==> src/rtl/pc_fetch_ctrl_pkg.sv <==
// Shared encodings and types for the fetch-stage controller.
// NPC_* codes match the existing next-PC mux and trace logic.
package pc_fetch_ctrl_pkg;

  localparam int unsigned XLEN  = 32;
  localparam int unsigned NPC_W = 3;

  localparam logic [NPC_W-1:0] NPC_PLUS4  = 3'b000;
  localparam logic [NPC_W-1:0] NPC_BRANCH = 3'b001;
  localparam logic [NPC_W-1:0] NPC_JUMP   = 3'b010;
  localparam logic [NPC_W-1:0] NPC_JALR   = 3'b100;

  typedef enum logic [1:0] {
    S_IDLE  = 2'd0,
    S_REQ   = 2'd1,
    S_STALL = 2'd2
  } fetch_state_e;

  typedef struct packed {
    logic             valid;
    logic [XLEN-1:0]  target;
    logic [NPC_W-1:0] op;
  } redirect_t;

endpackage

==> src/rtl/pc_redirect_arb.sv <==
// Priority select of the next-PC redirect (EX > stall > ID JAL) plus the
// pending-redirect register used while a fetch is still outstanding.
module pc_redirect_arb
  import pc_fetch_ctrl_pkg::*;
(
  input  logic             clk,
  input  logic             rstn,
  input  logic             en,
  input  logic             ack_cycle,
  input  logic             wait_cycle,
  input  logic             can_move,
  input  logic             stall,
  input  logic             id_jal,
  input  logic [XLEN-1:0]  id_target,
  input  logic             ex_redirect,
  input  logic             ex_is_jalr,
  input  logic [XLEN-1:0]  ex_target,
  output logic             take_valid,
  output logic [XLEN-1:0]  take_target,
  output logic [NPC_W-1:0] npc_op,
  output logic             flush_ifid,
  output logic             flush_idex
);

  redirect_t pend_q;
  redirect_t pend_d;
  redirect_t ex_req;
  redirect_t id_req;
  redirect_t sel;
  logic      ex_take;
  logic      id_take;
  logic      pend_is_ex;

  // A pending EX redirect already squashed ID, so a JAL seen there is wrong-path.
  assign pend_is_ex = pend_q.valid && (pend_q.op != NPC_JUMP);
  assign ex_take    = en && ex_redirect;
  assign id_take    = en && id_jal && !ex_redirect && !stall && !pend_is_ex;

  assign ex_req = '{valid: 1'b1, target: ex_target,
                    op: (ex_is_jalr ? NPC_JALR : NPC_BRANCH)};
  assign id_req = '{valid: 1'b1, target: id_target, op: NPC_JUMP};

  always_comb begin
    sel = '0;
    if (ex_take) begin
      sel = ex_req;
    end else if (id_take) begin
      sel = id_req;
    end else if (ack_cycle && pend_q.valid) begin
      sel = pend_q;
    end
  end

  assign take_valid  = can_move && sel.valid;
  assign take_target = sel.target & ~XLEN'(3);
  assign npc_op      = sel.valid ? sel.op : NPC_PLUS4;
  assign flush_ifid  = ex_take || id_take;
  assign flush_idex  = ex_take;

  always_comb begin
    pend_d = pend_q;
    if (ack_cycle) begin
      pend_d = '0;
    end else if (wait_cycle && (ex_take || id_take)) begin
      pend_d = sel;
    end
  end

  always_ff @(posedge clk) begin
    if (!rstn) begin
      pend_q <= '0;
    end else begin
      pend_q <= pend_d;
    end
  end

endmodule

==> src/rtl/pc_fetch_ctrl.sv <==
// Fetch-stage sequencer: PC register, imem req/ack FSM, redirect/flush control.
// Optional perf counters enabled by defining PC_FETCH_PERF_CNT_EN.
module pc_fetch_ctrl
  import pc_fetch_ctrl_pkg::*;
#(
  parameter logic [31:0] RESET_PC = 32'h0000_0000,
  parameter int unsigned CNT_W    = 32
) (
  input  logic              clk,
  input  logic              rstn,
  input  logic              stall,
  input  logic              id_jal,
  input  logic [31:0]       id_target,
  input  logic              ex_redirect,
  input  logic              ex_is_jalr,
  input  logic [31:0]       ex_target,
  input  logic              imem_ack,
  output logic              imem_req,
  output logic [31:0]       imem_addr,
  output logic              if_valid,
  output logic              flush_ifid,
  output logic              flush_idex,
  output logic [2:0]        npc_op
`ifdef PC_FETCH_PERF_CNT_EN
  ,
  output logic [CNT_W-1:0]  cnt_fetch,
  output logic [CNT_W-1:0]  cnt_redirect,
  output logic [CNT_W-1:0]  cnt_stall
`endif
);

  if (CNT_W == 0) begin : g_bad_cnt_w
    $error("pc_fetch_ctrl: CNT_W must be non-zero");
  end

  fetch_state_e    state_q;
  fetch_state_e    state_d;
  logic [XLEN-1:0] pc_q;
  logic [XLEN-1:0] pc_d;

  logic            arb_en;
  logic            ack_cycle;
  logic            wait_cycle;
  logic            can_move;
  logic            take_valid;
  logic [XLEN-1:0] take_target;

  // Cycle qualifiers depend only on state and ack, keeping the arbiter loop-free.
  assign arb_en     = (state_q == S_REQ) || (state_q == S_STALL);
  assign ack_cycle  = (state_q == S_REQ) && imem_ack;
  assign wait_cycle = (state_q == S_REQ) && !imem_ack;
  assign can_move   = ack_cycle || (state_q == S_STALL);
  assign imem_addr  = pc_q;

  pc_redirect_arb u_arb (
    .clk         (clk),
    .rstn        (rstn),
    .en          (arb_en),
    .ack_cycle   (ack_cycle),
    .wait_cycle  (wait_cycle),
    .can_move    (can_move),
    .stall       (stall),
    .id_jal      (id_jal),
    .id_target   (id_target),
    .ex_redirect (ex_redirect),
    .ex_is_jalr  (ex_is_jalr),
    .ex_target   (ex_target),
    .take_valid  (take_valid),
    .take_target (take_target),
    .npc_op      (npc_op),
    .flush_ifid  (flush_ifid),
    .flush_idex  (flush_idex)
  );

  always_ff @(posedge clk) begin
    if (!rstn) begin
      state_q <= S_IDLE;
      pc_q    <= RESET_PC;
    end else begin
      state_q <= state_d;
      pc_q    <= pc_d;
    end
  end

  always_comb begin
    state_d  = state_q;
    pc_d     = pc_q;
    imem_req = 1'b0;
    if_valid = 1'b0;
    case (state_q)
      S_IDLE: begin
        state_d = S_REQ;
      end
      S_REQ: begin
        imem_req = 1'b1;
        if (imem_ack) begin
          if (take_valid) begin
            pc_d = take_target;
          end else if (stall) begin
            state_d = S_STALL;
          end else begin
            if_valid = 1'b1;
            pc_d     = pc_q + XLEN'(4);
          end
        end
      end
      S_STALL: begin
        if (take_valid) begin
          pc_d    = take_target;
          state_d = S_REQ;
        end else if (!stall) begin
          state_d = S_REQ;
        end
      end
      default: begin
        state_d = S_IDLE;
      end
    endcase
  end

`ifdef PC_FETCH_PERF_CNT_EN
  // Saturating event counters.
  always_ff @(posedge clk) begin
    if (!rstn) begin
      cnt_fetch    <= '0;
      cnt_redirect <= '0;
      cnt_stall    <= '0;
    end else begin
      if (if_valid && (cnt_fetch != '1))      cnt_fetch    <= cnt_fetch + CNT_W'(1);
      if (flush_ifid && (cnt_redirect != '1)) cnt_redirect <= cnt_redirect + CNT_W'(1);
      if (stall && (cnt_stall != '1))         cnt_stall    <= cnt_stall + CNT_W'(1);
    end
  end
`endif

endmodule

==> config.mk <==
export PLATFORM = sky130hd
export DESIGN_NAME = pc_fetch_ctrl
export DESIGN_NICKNAME = d
export VERILOG_FILES = /design/src/rtl/pc_fetch_ctrl_pkg.sv /design/src/rtl/pc_redirect_arb.sv /design/src/rtl/pc_fetch_ctrl.sv
export SDC_FILE = /design/constraint.sdc
export NUM_CORES = 1
export LEC_CHECK = 0
export ABC_CLOCK_PERIOD_IN_PS = 2100
export BUFFER_PORTS_ARGS = -buffer_cell sky130_fd_sc_hd__buf_2
export CORE_UTILIZATION = 48
export CTS_CLUSTER_DIAMETER = 120
export CTS_CLUSTER_SIZE = 24
export DETAILED_ROUTE_END_ITERATION = 16
export HOLD_SLACK_MARGIN = 0.02
export PLACE_DENSITY = 0.8
export RECOVER_POWER = 50
export SKIP_LAST_GASP = 1
export SLEW_MARGIN = 40
export SYNTH_ARGS = -nofsm -noshare
export SYNTH_HDL_FRONTEND = slang
export SYNTH_SLANG_ARGS = --single-unit
==> constraint.sdc <==
create_clock -name clk -period 2.1 [get_ports clk]
set_input_delay 0.105 -clock clk [delete_from_list [all_inputs] [get_ports clk]]
set_output_delay 0.105 -clock clk [all_outputs]
set_load 0.01 [all_outputs]
==> impl_metrics.tcl <==
set metrics [dict create \
    status "finished, violations left" \
    violations "negative setup slack" \
    post-route-util 0.734 \
    postRouteAntennaNets 0 \
    ios 110 \
    critical_path.max_fanout 14 \
    numCtsBuffers 9 \
    grt_overflow 0 \
    post-route-period-util 1.10 \
    dieArea_um2 8830 \
    drv_cap 0 \
    clock_sinks 66 \
    cts_root_buffer "clkbuf_8" \
    hold_viol 0 \
    grt_pass1_wl_um 20400 \
    cts_buffer_depth 2 \
    synth_ff_type "dfxtp_1" \
    fin_ws_ns -0.218 \
    leakage_uw 0.00233 \
    yosysUniqueCellTypes 61 \
    path_clk_slew_ns 0.08 \
    min_path_cells 3 \
    crit_type "flop to flop" \
    antennaDiodeCount 0 \
    irDropWorstVdd_mv 0.528 \
    antenna_found_initial 0 \
    port_buffers 103 \
    vias_per_cell 6.35 \
    grt_max_degree 28 \
    avgSynthCellArea_um2 7.99 \
    r2r_end "u_arb.pend_q[5]$_SDFFE_PP0P_" \
    clk_latency_ns 0.36 \
    syn_area_um2 4060 \
    total_power_uw 6340 \
    die_h_um 94.0 \
    ys_seq_area_frac 0.325 \
    arrival_ns 2.57 \
    slew-limit-headroom 0.657 \
    htreeDepth 3 \
    startpoint_type "flop" \
    synthCells 508 \
    area_growth_pct 48.4 \
    grtUsageTotal 0.299 \
    synthArstFlopShare 0 \
    die-width_um 94.0 \
    drive_gt1_frac 0.399 \
    fmax_mhz 431 \
    synth-edff-count 0 \
    core-area_um2 8220 \
    period_needed_ns 2.32 \
    slew_viol_final 0 \
    first_pass_iters 5 \
    grt_pass1_vias 4114 \
    final-setup-viol-count 52 \
    cp-endpoint "u_arb.pend_q[5]$_SDFFE_PP0P_" \
    yosys_warnings 0 \
    end_kind "flop" \
    nets 749 \
    vias 4958 \
    power_density_nw_per_um2 1050 \
    cp-startpoint "state_q[1]$_SDFFE_PN0P_" \
    grt_setup_unrepaired "true" \
    post_drt_wl_per_cell_um 19.8 \
    fillCellCount 585 \
    worst_pin_slew_ns 0.514 \
    rr_worst_depth 10 \
    start_util 0.494 \
    place.gp.congestion 0.908 \
    finalWirelength_um 15500 \
    required_ns 2.35 \
    rr_startpoint "state_q[1]$_SDFFE_PN0P_" \
    route.detailed.drc 0 \
    clock_skew_ns 0.00896 \
    tritoncts "done" \
    core.rowCount 33 \
    r2r_setup_slack_ns -0.22 \
    dp_hpwl_um 9050 \
    hp-class "input pin to flop" \
    drt_iter0_markers 514 \
    ys_seq_elements 66 \
]
==> placed cells by master, fill, tap and decap left out, types with 4 or more instances in the layout <==
cell type   n
nand2_1    41
nor2_2      7
nor4_1      6
buf_8       4
a31oi_1     4
o21ai_0    18
buf_6      16
o211ai_1    4
nor2_1     41
nand4_1     8
a211oi_1    5
nor3_1     10
o22ai_1     8
o21ai_1     5
nor2_4      7
clkbuf_16   6
and3_1     11
buf_12      5
a211oi_2   12
a32o_1      4
clkbuf_1   20
clkinv_2    4
buf_2      84
mux2i_1    53
a31oi_2     4
clkbuf_8   10
nand3_1    21
a21oi_1    40
buf_4      59
and2_1      6
a21oi_2     6
dfxtp_1    64
==> Yosys cell counts (all sizes together) (2+ instances only) <==
cell type | count | area share
dfxtp | 66 | 0.33
mux2i | 55 | 0.14
nor2 | 55 | 0.052
a21oi | 47 | 0.059
nand2 | 44 | 0.041
buf | 24 | 0.036
o21ai | 24 | 0.030
nand3 | 22 | 0.027
clkbuf | 19 | 0.018
a211oi | 17 | 0.031
and3 | 13 | 0.020
nor4 | 11 | 0.018
nor3 | 10 | 0.012
a31oi | 9 | 0.014
nand4 | 8 | 0.012
o22ai | 8 | 0.012
and2 | 7 | 0.011
inv | 6 | 0.0055
ha | 5 | 0.015
a311oi | 4 | 0.0086
a32o | 4 | 0.0099
o211ai | 4 | 0.0074
o31ai | 4 | 0.0074
o221a | 3 | 0.0083
a21o | 2 | 0.0037
a221oi | 2 | 0.0043
and4 | 2 | 0.0043
nand2b | 2 | 0.0031
nand3b | 2 | 0.0037
nand4b | 2 | 0.0043
nor3b | 2 | 0.0065
o21ba | 2 | 0.0049
o21bai | 2 | 0.0037
o32a | 2 | 0.0049
o32ai | 2 | 0.0043
==> critical path, cell delays in order, from the launching register on <==
cell and delay, ns:
dfxtp_2 0.34, inv_2 0.05, ha_4 0.27, nand3b_1 0.15, a21oi_4 0.20, nor2_4 0.09, buf_6 0.14, nor3b_4 0.30
bufbuf_16 0.35, nor2_1 0.05, a211oi_1 0.26
==> registers in the layout, summed over array words and instances, names as in the netlist <==
| signal | cells |
|---|---|
| u_arb.pend_q | 34 |
| imem_addr | 30 |
| state_q | 2 |
==> where the power goes <==
part | leakage [µW] | total [µW] | internal (µW) | switching [µW]
combinational | 0.00171 | 3900 | 1840 | 2060
sequential | 0.000534 | 1470 | 1370 | 103
clock | 0.0000875 | 968 | 440 | 528
total | 0.00233 | 6340 | 3640 | 2700
==> timing repair <==
| item | CTS | global route |
|---|---|---|
| buffers inserted | 4 | 18 |
| pin swaps | 5 | 38 |
| gates cloned | 1 | 9 |
| resized for setup | 18 | 104 |
| hold buffers | 0 | 0 |
| endpoints found under the setup margin | 38 | 64 |
==> layout make-up <==
cell class	count	area, µm²	share of cell area
clock buffers	10	138	0.0228
well taps	105	131	0.0218
clock inverters	4	20.0	0.00332
repair buffers	195	1460	0.242
flip-flops and latches	66	1320	0.220
inverters	7	36.3	0.00602
multi-input cells	394	2920	0.484
==> worst min-delay path by stage <==
| stage | slack [ns] | start | to |
|---|---|---|---|
| 2_1_floorplan | 0.25 | ex_is_jalr | u_arb.pend_q[2]$_SDFFE_PP0P_ |
| 3_3_place_gp | 0.39 | ex_is_jalr | u_arb.pend_q[2]$_SDFFE_PP0P_ |
| 3_5_place_dp | 0.40 | ex_is_jalr | u_arb.pend_q[2]$_SDFFE_PP0P_ |
| 4_1_cts | 0.03 | ex_is_jalr | u_arb.pend_q[2]$_SDFFE_PP0P_ |
| 5_1_grt | 0.06 | ex_is_jalr | u_arb.pend_q[2]$_SDFFE_PP0P_ |
| 6_report | 0.04 | ex_is_jalr | u_arb.pend_q[2]$_SDFFE_PP0P_ |
==> routing by layer <==
metal,vias to the layer above,part of all wire,track usage
met2,308,0.48,0.480
met1,2372,0.40,0.396
met5,-,0,0
li1,2222,-,-
met3,56,0.083,0.0469
met4,0,0.038,0.124
==> kinds of logic after synthesis <==
group	count (synthesis)	share of synthesized area
simple gates	184	0.224
other cells	1	0.000924
flops	66	0.325
mux	55	0.136
compound gates	147	0.238
buf+inv	50	0.0604
fa+ha+maj	5	0.0154
==> metrics by stage <==
step / setup WS, ns / setup TNS, ns / area [µm²] / hold slack (ns) / cells
floorplan: 0.0350 / 0 / 4070 / 0.253 / 509
global placement: -0.108 / -0.190 / 5010 / 0.388 / 736
detailed placement: -0.127 / -1.12 / 5010 / 0.398 / 736
CTS: -0.0216 / -0.102 / 5310 / 0.0341 / 755
global route: -0.335 / -9.33 / 6030 / 0.0635 / 781
finish: -0.218 / -4.23 / 6030 / 0.0373 / 781
(Power assumes the default switching activity.)
